$ cat src/rtl/sap1_acc_breg.sv
// SAP-1 accumulator A and B register feeding the adder-subtractor operands.
// Optional zero/negative flags on accumulator loads: define SAP1_ACC_FLAGS_EN.
module sap1_acc_breg #(
  parameter int WIDTH = 8
) (
  input  logic             clk,
  input  logic             clr_n,
  input  logic [WIDTH-1:0] w_in,
  input  logic             la_n,
  input  logic             lb_n,
  input  logic             ea,
  output logic [WIDTH-1:0] a_out,
  output logic [WIDTH-1:0] b_out,
  output logic [WIDTH-1:0] w_a,
  output logic             w_a_en,
  output logic             flag_z,
  output logic             flag_n
);

  logic [WIDTH-1:0] acc_r;
  logic [WIDTH-1:0] b_r;

  // Operand registers: W bus captured bit-for-bit; clear wins over any load.
  always_ff @(posedge clk or negedge clr_n) begin
    if (!clr_n) begin
      acc_r <= {WIDTH{1'b0}};
      b_r   <= {WIDTH{1'b0}};
    end else begin
      if (!la_n) begin
        acc_r <= w_in;
      end else begin
        acc_r <= acc_r;
      end
      if (!lb_n) begin
        b_r <= w_in;
      end else begin
        b_r <= b_r;
      end
    end
  end

  assign a_out = acc_r;
  assign b_out = b_r;

  // Bus drive is combinational so the accumulator reaches W in the same cycle EA rises.
  always_comb begin
    w_a    = {WIDTH{1'b0}};
    w_a_en = ea;
    if (ea) begin
      w_a = acc_r;
    end else begin
      w_a = {WIDTH{1'b0}};
    end
  end

`ifdef SAP1_ACC_FLAGS_EN
  logic flag_z_r;
  logic flag_n_r;

  // Flags track only what enters the accumulator; B loads leave them alone.
  always_ff @(posedge clk or negedge clr_n) begin
    if (!clr_n) begin
      flag_z_r <= 1'b0;
      flag_n_r <= 1'b0;
    end else if (!la_n) begin
      flag_z_r <= (w_in == {WIDTH{1'b0}});
      flag_n_r <= w_in[WIDTH-1];
    end else begin
      flag_z_r <= flag_z_r;
      flag_n_r <= flag_n_r;
    end
  end

  assign flag_z = flag_z_r;
  assign flag_n = flag_n_r;
`else
  assign flag_z = 1'b0;
  assign flag_n = 1'b0;
`endif

endmodule
$ cat config.mk
export PLATFORM = sky130hd
export DESIGN_NAME = sap1_acc_breg
export DESIGN_NICKNAME = d
export VERILOG_FILES = /design/src/rtl/sap1_acc_breg.sv
export SDC_FILE = /design/constraint.sdc
export NUM_CORES = 1
export LEC_CHECK = 0
export ABC_AREA = 0
export BUFFER_PORTS_ARGS = -buffer_cell sky130_fd_sc_hd__buf_2
export CAP_MARGIN = 5
export CORE_MARGIN = 2
export CORE_UTILIZATION = 30
export DETAILED_ROUTE_END_ITERATION = 8
export GPL_TIMING_DRIVEN = 0
export PLACE_DENSITY = 0.62
export SYNTH_ARGS = -nofsm -noshare
export SYNTH_HDL_FRONTEND = slang
export SYNTH_SLANG_ARGS = --single-unit
$ cat constraint.sdc
create_clock -name clk -period 0.8 [get_ports clk]
set_input_delay 0.04 -clock clk [delete_from_list [all_inputs] [get_ports clk]]
set_output_delay 0.04 -clock clk [all_outputs]
set_load 0.01 [all_outputs]
==> flow_metrics.tcl, run 1 <==
set metrics [dict create \
    ios 40 \
    min_period_over_period_pct 124.1 \
    ir_drop_v 0.0008220 \
    ys_warn_count 0 \
    clock-root-buffer "clkbuf_4" \
    wirelength_um 1512 \
    maxCapViolCount 0 \
    rsz0062_at_grt "true" \
    crit_path_start_kind "flop" \
    grt_pass1_vias 596 \
    crit_path_end_kind "output pin" \
    period_needed_ps 992.8 \
    cts_htree_levels 1 \
    ant_nets 0 \
    crit_arrival_ps 950 \
    drt_iter0_markers 6 \
    via_per_inst 4.147 \
    final_nets 115 \
    grt_max_degree 17 \
    maxUsedRoutingLayer "met3" \
    cp_max_fo 3 \
    clk_latency_ps 270 \
    critical_path_class "flop to output pin" \
    overflow 0 \
    synth_area_um2 739.5 \
    p_leak_nw 0.6193 \
    outcome "complete, but fails checks" \
    antenna_cells 0 \
    cts_buffers 3 \
    yosysUniqueCellTypes 6 \
    drv_slew 0 \
    port_buffers 35 \
    setup_ws_ps -192.8 \
    fillers 209 \
    wl_met2_um 690 \
    antenna_found_initial 0 \
    rows 17 \
    setup_viol 31 \
    drc_errors 0 \
    failed_checks "setup timing" \
    gp_congestion 0.6679 \
    final_cell_mix "buf_2, mux2_4, dfrtp_1, buf_6" \
    clock_skew_ps 0 \
    tns_ps -3161 \
    syn_avg_cell_area_um2 16.08 \
    drt-met1-wl_um 721 \
    grt_usage_pct 12.88 \
    core-area_mm2 0.002276 \
    avgRoutedWirePerCell_um 11.72 \
    mostFrequentLayoutCell "buf_2" \
    synth-seq-cells 16 \
    hold_path_class "input pin to flop" \
    ys_seq_area_share_pct 54.15 \
    max_freq_ghz 1.007 \
    dr_wl_met3_um 100 \
    clock_sinks 16 \
    tritoncts "built" \
    postSynthCellCount 46 \
    path_clk_slew_ps 90 \
    post-dp-hpwl_um 1023 \
    dieHeight_um 53.65 \
    vias 535 \
    die_x_um 53.65 \
    power_density_mw_per_mm2 1735 \
    start_util_pct 32.49 \
    grt_pass1_wl_um 2663 \
    dieArea_mm2 0.002878 \
    clockBufferDepth 2 \
    pre_cts_ws_ps 39.33 \
    final_layout_size_suffix_gt1_share_pct 66.34 \
    crit_required_ps 760 \
    synthToLayoutAreaGrowth_pct 56.68 \
    firstDrtPassIters 2 \
    finalHoldViolCount 0 \
]
[repair_timing]
action	CTS	global route
resized for setup	3	4
endpoints found under the hold margin	29	0
setup endpoints to repair	24	30
setup buffers	5	3
hold buffers	8	0
pin swaps	8	0
[Yosys cell counts (all sizes together)]
cell | count | area share [%]
buf | 5 | 6.1
mux2 | 16 | 32
and2 | 8 | 6.8
dfrtp | 16 | 54
conb | 1 | 0.51
[flip-flops by register name, indices dropped and copies added, names as in the netlist]
signal	flops
a_out	8
b_out	8
[layer usage]
layer | vias to the layer above | global-route usage, %
met4 | 0 | 3.846
met1 | 253 | 16.96
met3 | 0 | 2.500
li1 | 256 | -
met5 | - | 0
met2 | 26 | 21.40
[cells by family (layout without fill, tap and decap cells)]
| group | count (synthesis) | count (layout) | synth area share (%) |
|---|---|---|---|
| mux | 16 | 16 | 32.49 |
| other cells | 1 | 2 | 0.5071 |
| simple gates | 8 | 8 | 6.768 |
| buf+inv | 5 | 59 | 6.091 |
| flops | 16 | 16 | 54.14 |
[critical path: stages (launching register included)]
cell     delay (ps)
dfrtp_1         410
and2_1          140
buf_2           130
[report_power, final]
part           internal (mW)  leakage [nW]  switching, mW
Clock                  0.276        0.0210          0.242
Sequential             0.889         0.187         0.0478
Combinational          0.347         0.411          0.207
Total                   1.51         0.619          0.498
[path summary, 6_finish.rpt]
kind                                         to  slack (ps)                 start  cells after the start
min                        a_out[4]$_DFFE_PN0N_           9               w_in[4]                      2
max in group asynchronous  a_out[6]$_DFFE_PN0N_         350                 clr_n                      2
max                                      w_a[3]        -190  a_out[3]$_DFFE_PN0N_                      2
max reg2reg                a_out[7]$_DFFE_PN0N_        -180  a_out[7]$_DFFE_PN0N_                      3
min reg2reg                b_out[3]$_DFFE_PN0N_         510  b_out[3]$_DFFE_PN0N_                      1
min in group asynchronous  a_out[5]$_DFFE_PN0N_         190                 clr_n                      2
[area by class of cell]
| type | count | area (um2) | share of cell area (%) |
|---|---|---|---|
| flip-flops and latches | 16 | 400.4 | 34.56 |
| repair buffers | 50 | 344.1 | 29.70 |
| multi-input cells | 26 | 297.8 | 25.70 |
| plain buffers | 5 | 45.04 | 3.888 |
| clock buffers | 4 | 36.28 | 3.132 |
| well taps | 28 | 35.03 | 3.024 |
[metrics by stage]
step / area (um2) / hold slack, ps / util, % / instances / power (mW)
floorplan: 743.2 / -255.6 / - / 47 / 1.206
global placement: 953.4 / -31.40 / 41.89 / 110 / 1.384
detailed placement: 953.4 / -27.20 / 41.89 / 110 / 1.390
CTS: 1124 / 1.669 / 49.37 / 127 / 1.995
global route: 1159 / 10.70 / 50.91 / 129 / 2.126
finish: 1159 / 9.073 / 50.91 / 129 / 2.010
No activity file was read; power rests on OpenSTA's default activity.
==> run 2, diff against run 1 <==
--- a/config.mk
+++ b/config.mk
@@ -8,7 +8,7 @@
 export ABC_AREA = 0
 export BUFFER_PORTS_ARGS = -buffer_cell sky130_fd_sc_hd__buf_2
 export CAP_MARGIN = 5
-export CORE_MARGIN = 2
+export CORE_MARGIN = 1
 export CORE_UTILIZATION = 30
 export DETAILED_ROUTE_END_ITERATION = 8
 export GPL_TIMING_DRIVEN = 0
==> run 2 against run 1 <==
Effect of this change: sequential power is essentially flat; the run still ends with setup timing left; largest cell class is now non-clock buffers; global-route usage is 0.14 points higher; worst setup slack got worse by 17 ps; critical path depth stayed put.
==> flow_metrics.tcl, run 2 (synthesized netlist as in run 1, its figures left out) <==
set metrics [dict create \
    outcome "complete, but fails checks" \
    failed_checks "setup timing" \
    p_leak_nw 0.6247 \
    post-dp-hpwl_um 1040 \
    core-area_mm2 0.002276 \
    rows 17 \
    max_freq_ghz 0.9907 \
    max_stage_delay_ps 410 \
    grt_max_degree 17 \
    cts_htree_levels 1 \
    via_per_inst 4.077 \
    final_nets 116 \
    drc_errors 0 \
    crit_arrival_ps 970 \
    clock_sinks 16 \
    min_period_over_period_pct 126.2 \
    crit_required_ps 760 \
    cts_buffers 3 \
    crit_path_cell_trace "and2_1, buf_2" \
    post_layout_nonfiller_instances 130 \
    gp_congestion 0.6166 \
    p_switching_mw 0.5084 \
    die_x_um 51.65 \
    dieHeight_um 51.65 \
    ios 40 \
    dieArea_mm2 0.002667 \
    start_util_pct 32.49 \
    p_int_mw 1.518 \
    ant_nets 0 \
    worst-path-buf-inv 1 \
    overflow 0 \
    power_density_mw_per_mm2 1728 \
    wirelength_um 1556 \
    whs_ps 80.40 \
    p_comb_share_pct 27.7 \
    drv_slew 0 \
    p_clk_share_pct 26.0 \
    cpLargestDelayFamily "flip-flops" \
    grt_pass1_wl_um 2442 \
    seq_power_share_pct 46.3 \
    final_cell_mix "buf_2, mux2_4, dfrtp_1, buf_6, dlygate4sd3_1" \
    firstDrtPassIters 2 \
    grt_pass1_vias 540 \
    hold_path_class "input pin to flop" \
    rsz0062_at_grt "true" \
    maxCapViolCount 0 \
    swShare_pct 25.09 \
    tritoncts "built" \
    finalPower_mw 2.026 \
    final_layout_size_suffix_gt1_share_pct 65.69 \
    grt_usage_pct 13.03 \
    slowest_stage "dfrtp_1" \
    dp_cells 110 \
    period_needed_ps 1009 \
    crit_path_end_kind "output pin" \
    port_buffers 35 \
    clock-root-buffer "clkbuf_4" \
    setup_viol 30 \
    drt_iter0_markers 4 \
    crit_path_start_kind "flop" \
    utilization_pct 51.51 \
    ir_drop_v 0.001102 \
    setup_ws_ps -209.3 \
    antenna_found_initial 0 \
    antenna_cells 0 \
    clk_latency_ps 280 \
    clock_skew_ps 0 \
    synthToLayoutAreaGrowth_pct 58.54 \
    clockBufferDepth 2 \
    vias 530 \
    cp_max_fo 2 \
    critical_path_class "flop to output pin" \
    mostFrequentLayoutCell "buf_2" \
    path_clk_slew_ps 90 \
    avgRoutedWirePerCell_um 11.97 \
    finalHoldViolCount 0 \
]
run 2: path summary, 6_finish.rpt:
check / end / slack (ps) / start / cells after the start
min reg2reg: b_out[7]$_DFFE_PN0N_ / 520 / b_out[7]$_DFFE_PN0N_ / 1
min in group asynchronous: a_out[1]$_DFFE_PN0N_ / 200 / clr_n / 2
max: w_a[0] / -210 / a_out[0]$_DFFE_PN0N_ / 2
max reg2reg: a_out[5]$_DFFE_PN0N_ / -190 / a_out[5]$_DFFE_PN0N_ / 3
min: a_out[7]$_DFFE_PN0N_ / 80 / la_n / 2
max in group asynchronous: b_out[6]$_DFFE_PN0N_ / 350 / clr_n / 2
run 2: repair_timing:
action | CTS | global route
endpoints found under the hold margin | 30 | 1
cloned | 0 | 0
gates resized for setup | 6 | 2
setup endpoints to repair | 24 | 28
buffers inserted | 6 | 1
hold buffers | 8 | 1
pin swaps | 7 | 0
run 2: cell type report:
cell class                      instances  area, um2
Buffer                                  5      45.04
Multi-Input combinational cell         26      297.8
Tap cell                               28      35.03
Timing Repair Buffer                   51      357.8
Fill cell                             208       1104
Clock buffer                            4      36.28
Sequential cell                        16      400.4
run 2: power by group through the flow:
stage                     Sequential, mW  Combinational [mW]  Clock, mW
final                              0.939               0.562      0.526
after global routing               0.948               0.604      0.592
after CTS                          0.938               0.547      0.549
after detailed placement           0.953               0.439          0
after global placement             0.953               0.431          0
after floorplan                    0.991               0.215          0
run 2: per-layer routing:
layer	vias up	GRT usage [%]	share of wire, %
met5	-	0	0
met4	0	5.405	0
met3	0	2.924	5.5
met2	23	21.65	53
met1	248	16.18	41
li1	259	-	-
run 2: stage by stage:
stage	TNS, ps	area (um2)	setup WS (ps)
2_1_floorplan	0	743.2	22.58
4_1_cts	-3528	1145	-210.0
6_report	-3395	1172	-209.3
5_1_grt	-4672	1172	-254.2
3_5_place_dp	0	953.4	35.42
3_3_place_gp	0	953.4	51.12
run 2: worst register-to-register path, stage by stage, from the launching register on:
cell and delay (ps):
dfrtp_1 390, buf_4 140, buf_4 120, mux2_4 240
==> run 3, diff against run 2 <==
--- a/config.mk
+++ b/config.mk
@@ -13,6 +13,7 @@
 export DETAILED_ROUTE_END_ITERATION = 8
 export GPL_TIMING_DRIVEN = 0
 export PLACE_DENSITY = 0.62
+export RECOVER_POWER = 25
 export SYNTH_ARGS = -nofsm -noshare
 export SYNTH_HDL_FRONTEND = slang
 export SYNTH_SLANG_ARGS = --single-unit
==> run 3 against run 2 <==
Effect of this change: the run still ends with setup timing left; global-route usage is the same; worst setup slack is the same; routed wire length is the same; critical path depth is the same; sequential share of layout area is the same; first-iteration DRC count is the same; total power is essentially flat; critical path type unchanged; largest cell class unchanged; highest routed layer unchanged.
==> flow_metrics.tcl, run 3 (synthesized netlist as in run 1, its figures left out) <==
set metrics [dict create \
    overflow 0 \
    maxCapViolCount 0 \
    clk_latency_ps 280 \
    setup_ws_ps -209.3 \
    drt_iter0_markers 4 \
    hold_path_class "input pin to flop" \
    cp_max_fo 2 \
    firstDrtPassIters 2 \
    port_buffers 35 \
    synthToLayoutAreaGrowth_pct 58.54 \
    r2r-end "a_out[5]$_DFFE_PN0N_" \
    vias 530 \
    die_x_um 51.65 \
    min_period_over_period_pct 126.2 \
    dp_cells 110 \
    dieHeight_um 51.65 \
    antenna_cells 0 \
    r2r_slack_ps -190 \
    drv_slew 0 \
    ant_nets 0 \
    critical_path_class "flop to output pin" \
    clockBufferDepth 2 \
    rows 17 \
    slowest_stage "dfrtp_1" \
    worst_r2r_startpoint "a_out[5]$_DFFE_PN0N_" \
    antenna_found_initial 0 \
    setup_viol 30 \
    tritoncts "built" \
    power_density_mw_per_mm2 1728 \
    crit_arrival_ps 970 \
    max_stage_delay_ps 410 \
    gp_congestion 0.6166 \
    grt_usage_pct 13.03 \
    clock-root-buffer "clkbuf_4" \
    finalPower_mw 2.026 \
    grt_pass1_vias 540 \
    finalHoldViolCount 0 \
    final_nets 116 \
    wirelength_um 1556 \
    cts_htree_levels 1 \
    drc_errors 0 \
    clock_skew_ps 0 \
    path_clk_slew_ps 90 \
    utilization_pct 51.51 \
    clock_sinks 16 \
    ios 40 \
    core-area_mm2 0.002276 \
    endpoint "w_a[0]" \
    crit_path_end_kind "output pin" \
    outcome "complete, but fails checks" \
    avgRoutedWirePerCell_um 11.97 \
    post_layout_nonfiller_instances 130 \
    dieArea_mm2 0.002667 \
    period_needed_ps 1009 \
    final_layout_size_suffix_gt1_share_pct 65.69 \
    crit_path_start_kind "flop" \
    final_cell_mix "buf_2, mux2_4, dfrtp_1, buf_6, dlygate4sd3_1" \
    crit_path_cell_trace "and2_1, buf_2" \
    rr_worst_depth 3 \
    via_per_inst 4.077 \
    min_path_cells 2 \
    p_leak_nw 0.6249 \
    start_util_pct 32.49 \
    rsz0062_at_grt "true" \
    grt_max_degree 17 \
    cts_buffers 3 \
    fillers 208 \
    tns_ps -3395 \
    crit_required_ps 760 \
    critPathLaunch "a_out[0]$_DFFE_PN0N_" \
    grt_pass1_wl_um 2442 \
    ir_drop_v 0.001102 \
    max_freq_ghz 0.9907 \
    failed_checks "setup timing" \
    mostFrequentLayoutCell "buf_2" \
    post-dp-hpwl_um 1040 \
]
-- run 3: cell types whose count changed in the layout (fill, tap and decap cells not counted), sizes merged --
cell | previous run | this run
buf | 47 | 46
clkbuf | 4 | 5
-- run 3: metal layers --
layer	GRT usage [%]	vias up	routed length [um]	part of all wire [%]
met4	5.405	0	0	0
met5	0	-	0	0
li1	-	259	-	-
met2	21.65	23	827	53
met1	16.18	248	642	41
met3	2.924	0	86	5.5
-- run 3: worst min-delay path by stage --
stage          startpoint                    to  slack, ps
5_1_grt              la_n  a_out[2]$_DFFE_PN0N_         70
6_report             la_n  a_out[7]$_DFFE_PN0N_         80
3_3_place_gp        clr_n  b_out[4]$_DFFE_PN0N_        -30
3_5_place_dp        clr_n  b_out[7]$_DFFE_PN0N_        -30
2_1_floorplan       clr_n  a_out[0]$_DFFE_PN0N_       -260
4_1_cts           w_in[3]  a_out[3]$_DFFE_PN0N_          2
-- run 3: critical path: cells and delay by family, from the launching register on --
kind	cells	cell delay, ps
buf+inv	1	130
flops	1	410
simple gates	1	150
-- run 3: power breakdown --
| part | leakage (nW) | switching [mW] | internal [mW] | total, mW |
|---|---|---|---|---|
| logic | 0.417 | 0.210 | 0.352 | 0.562 |
| registers | 0.187 | 0.0492 | 0.889 | 0.939 |
| clock network | 0.0210 | 0.249 | 0.277 | 0.526 |
-- run 3: final cells by class --
class / count / area (um2) / area share (%)
sequential: 16 / 400.4 / 34.15
timing repair buffer: 51 / 357.8 / 30.52
multi-input combinational: 26 / 297.8 / 25.40
buffer: 5 / 45.04 / 3.842
clock buffer: 4 / 36.28 / 3.095
tap: 28 / 35.03 / 2.988
-- run 3: repair_timing --
| action | in CTS | in global routing |
|---|---|---|
| setup buffers | 6 | 1 |
| setup endpoints to repair | 24 | 28 |
| gates cloned | 0 | 0 |
| hold buffers | 8 | 1 |
| resized for setup | 6 | 2 |
| pin swaps | 7 | 0 |
| hold endpoints to repair | 30 | 1 |
-- run 3: per-stage QoR --
stage / hold slack [ps] / setup WS, ps / instance area [um2]
5_1_grt: 68.57 / -254.2 / 1172
3_3_place_gp: -28.87 / 51.12 / 953.4
3_5_place_dp: -28.45 / 35.42 / 953.4
6_report: 80.41 / -209.3 / 1172
4_1_cts: 2.420 / -210.0 / 1145
2_1_floorplan: -255.6 / 22.58 / 743.2
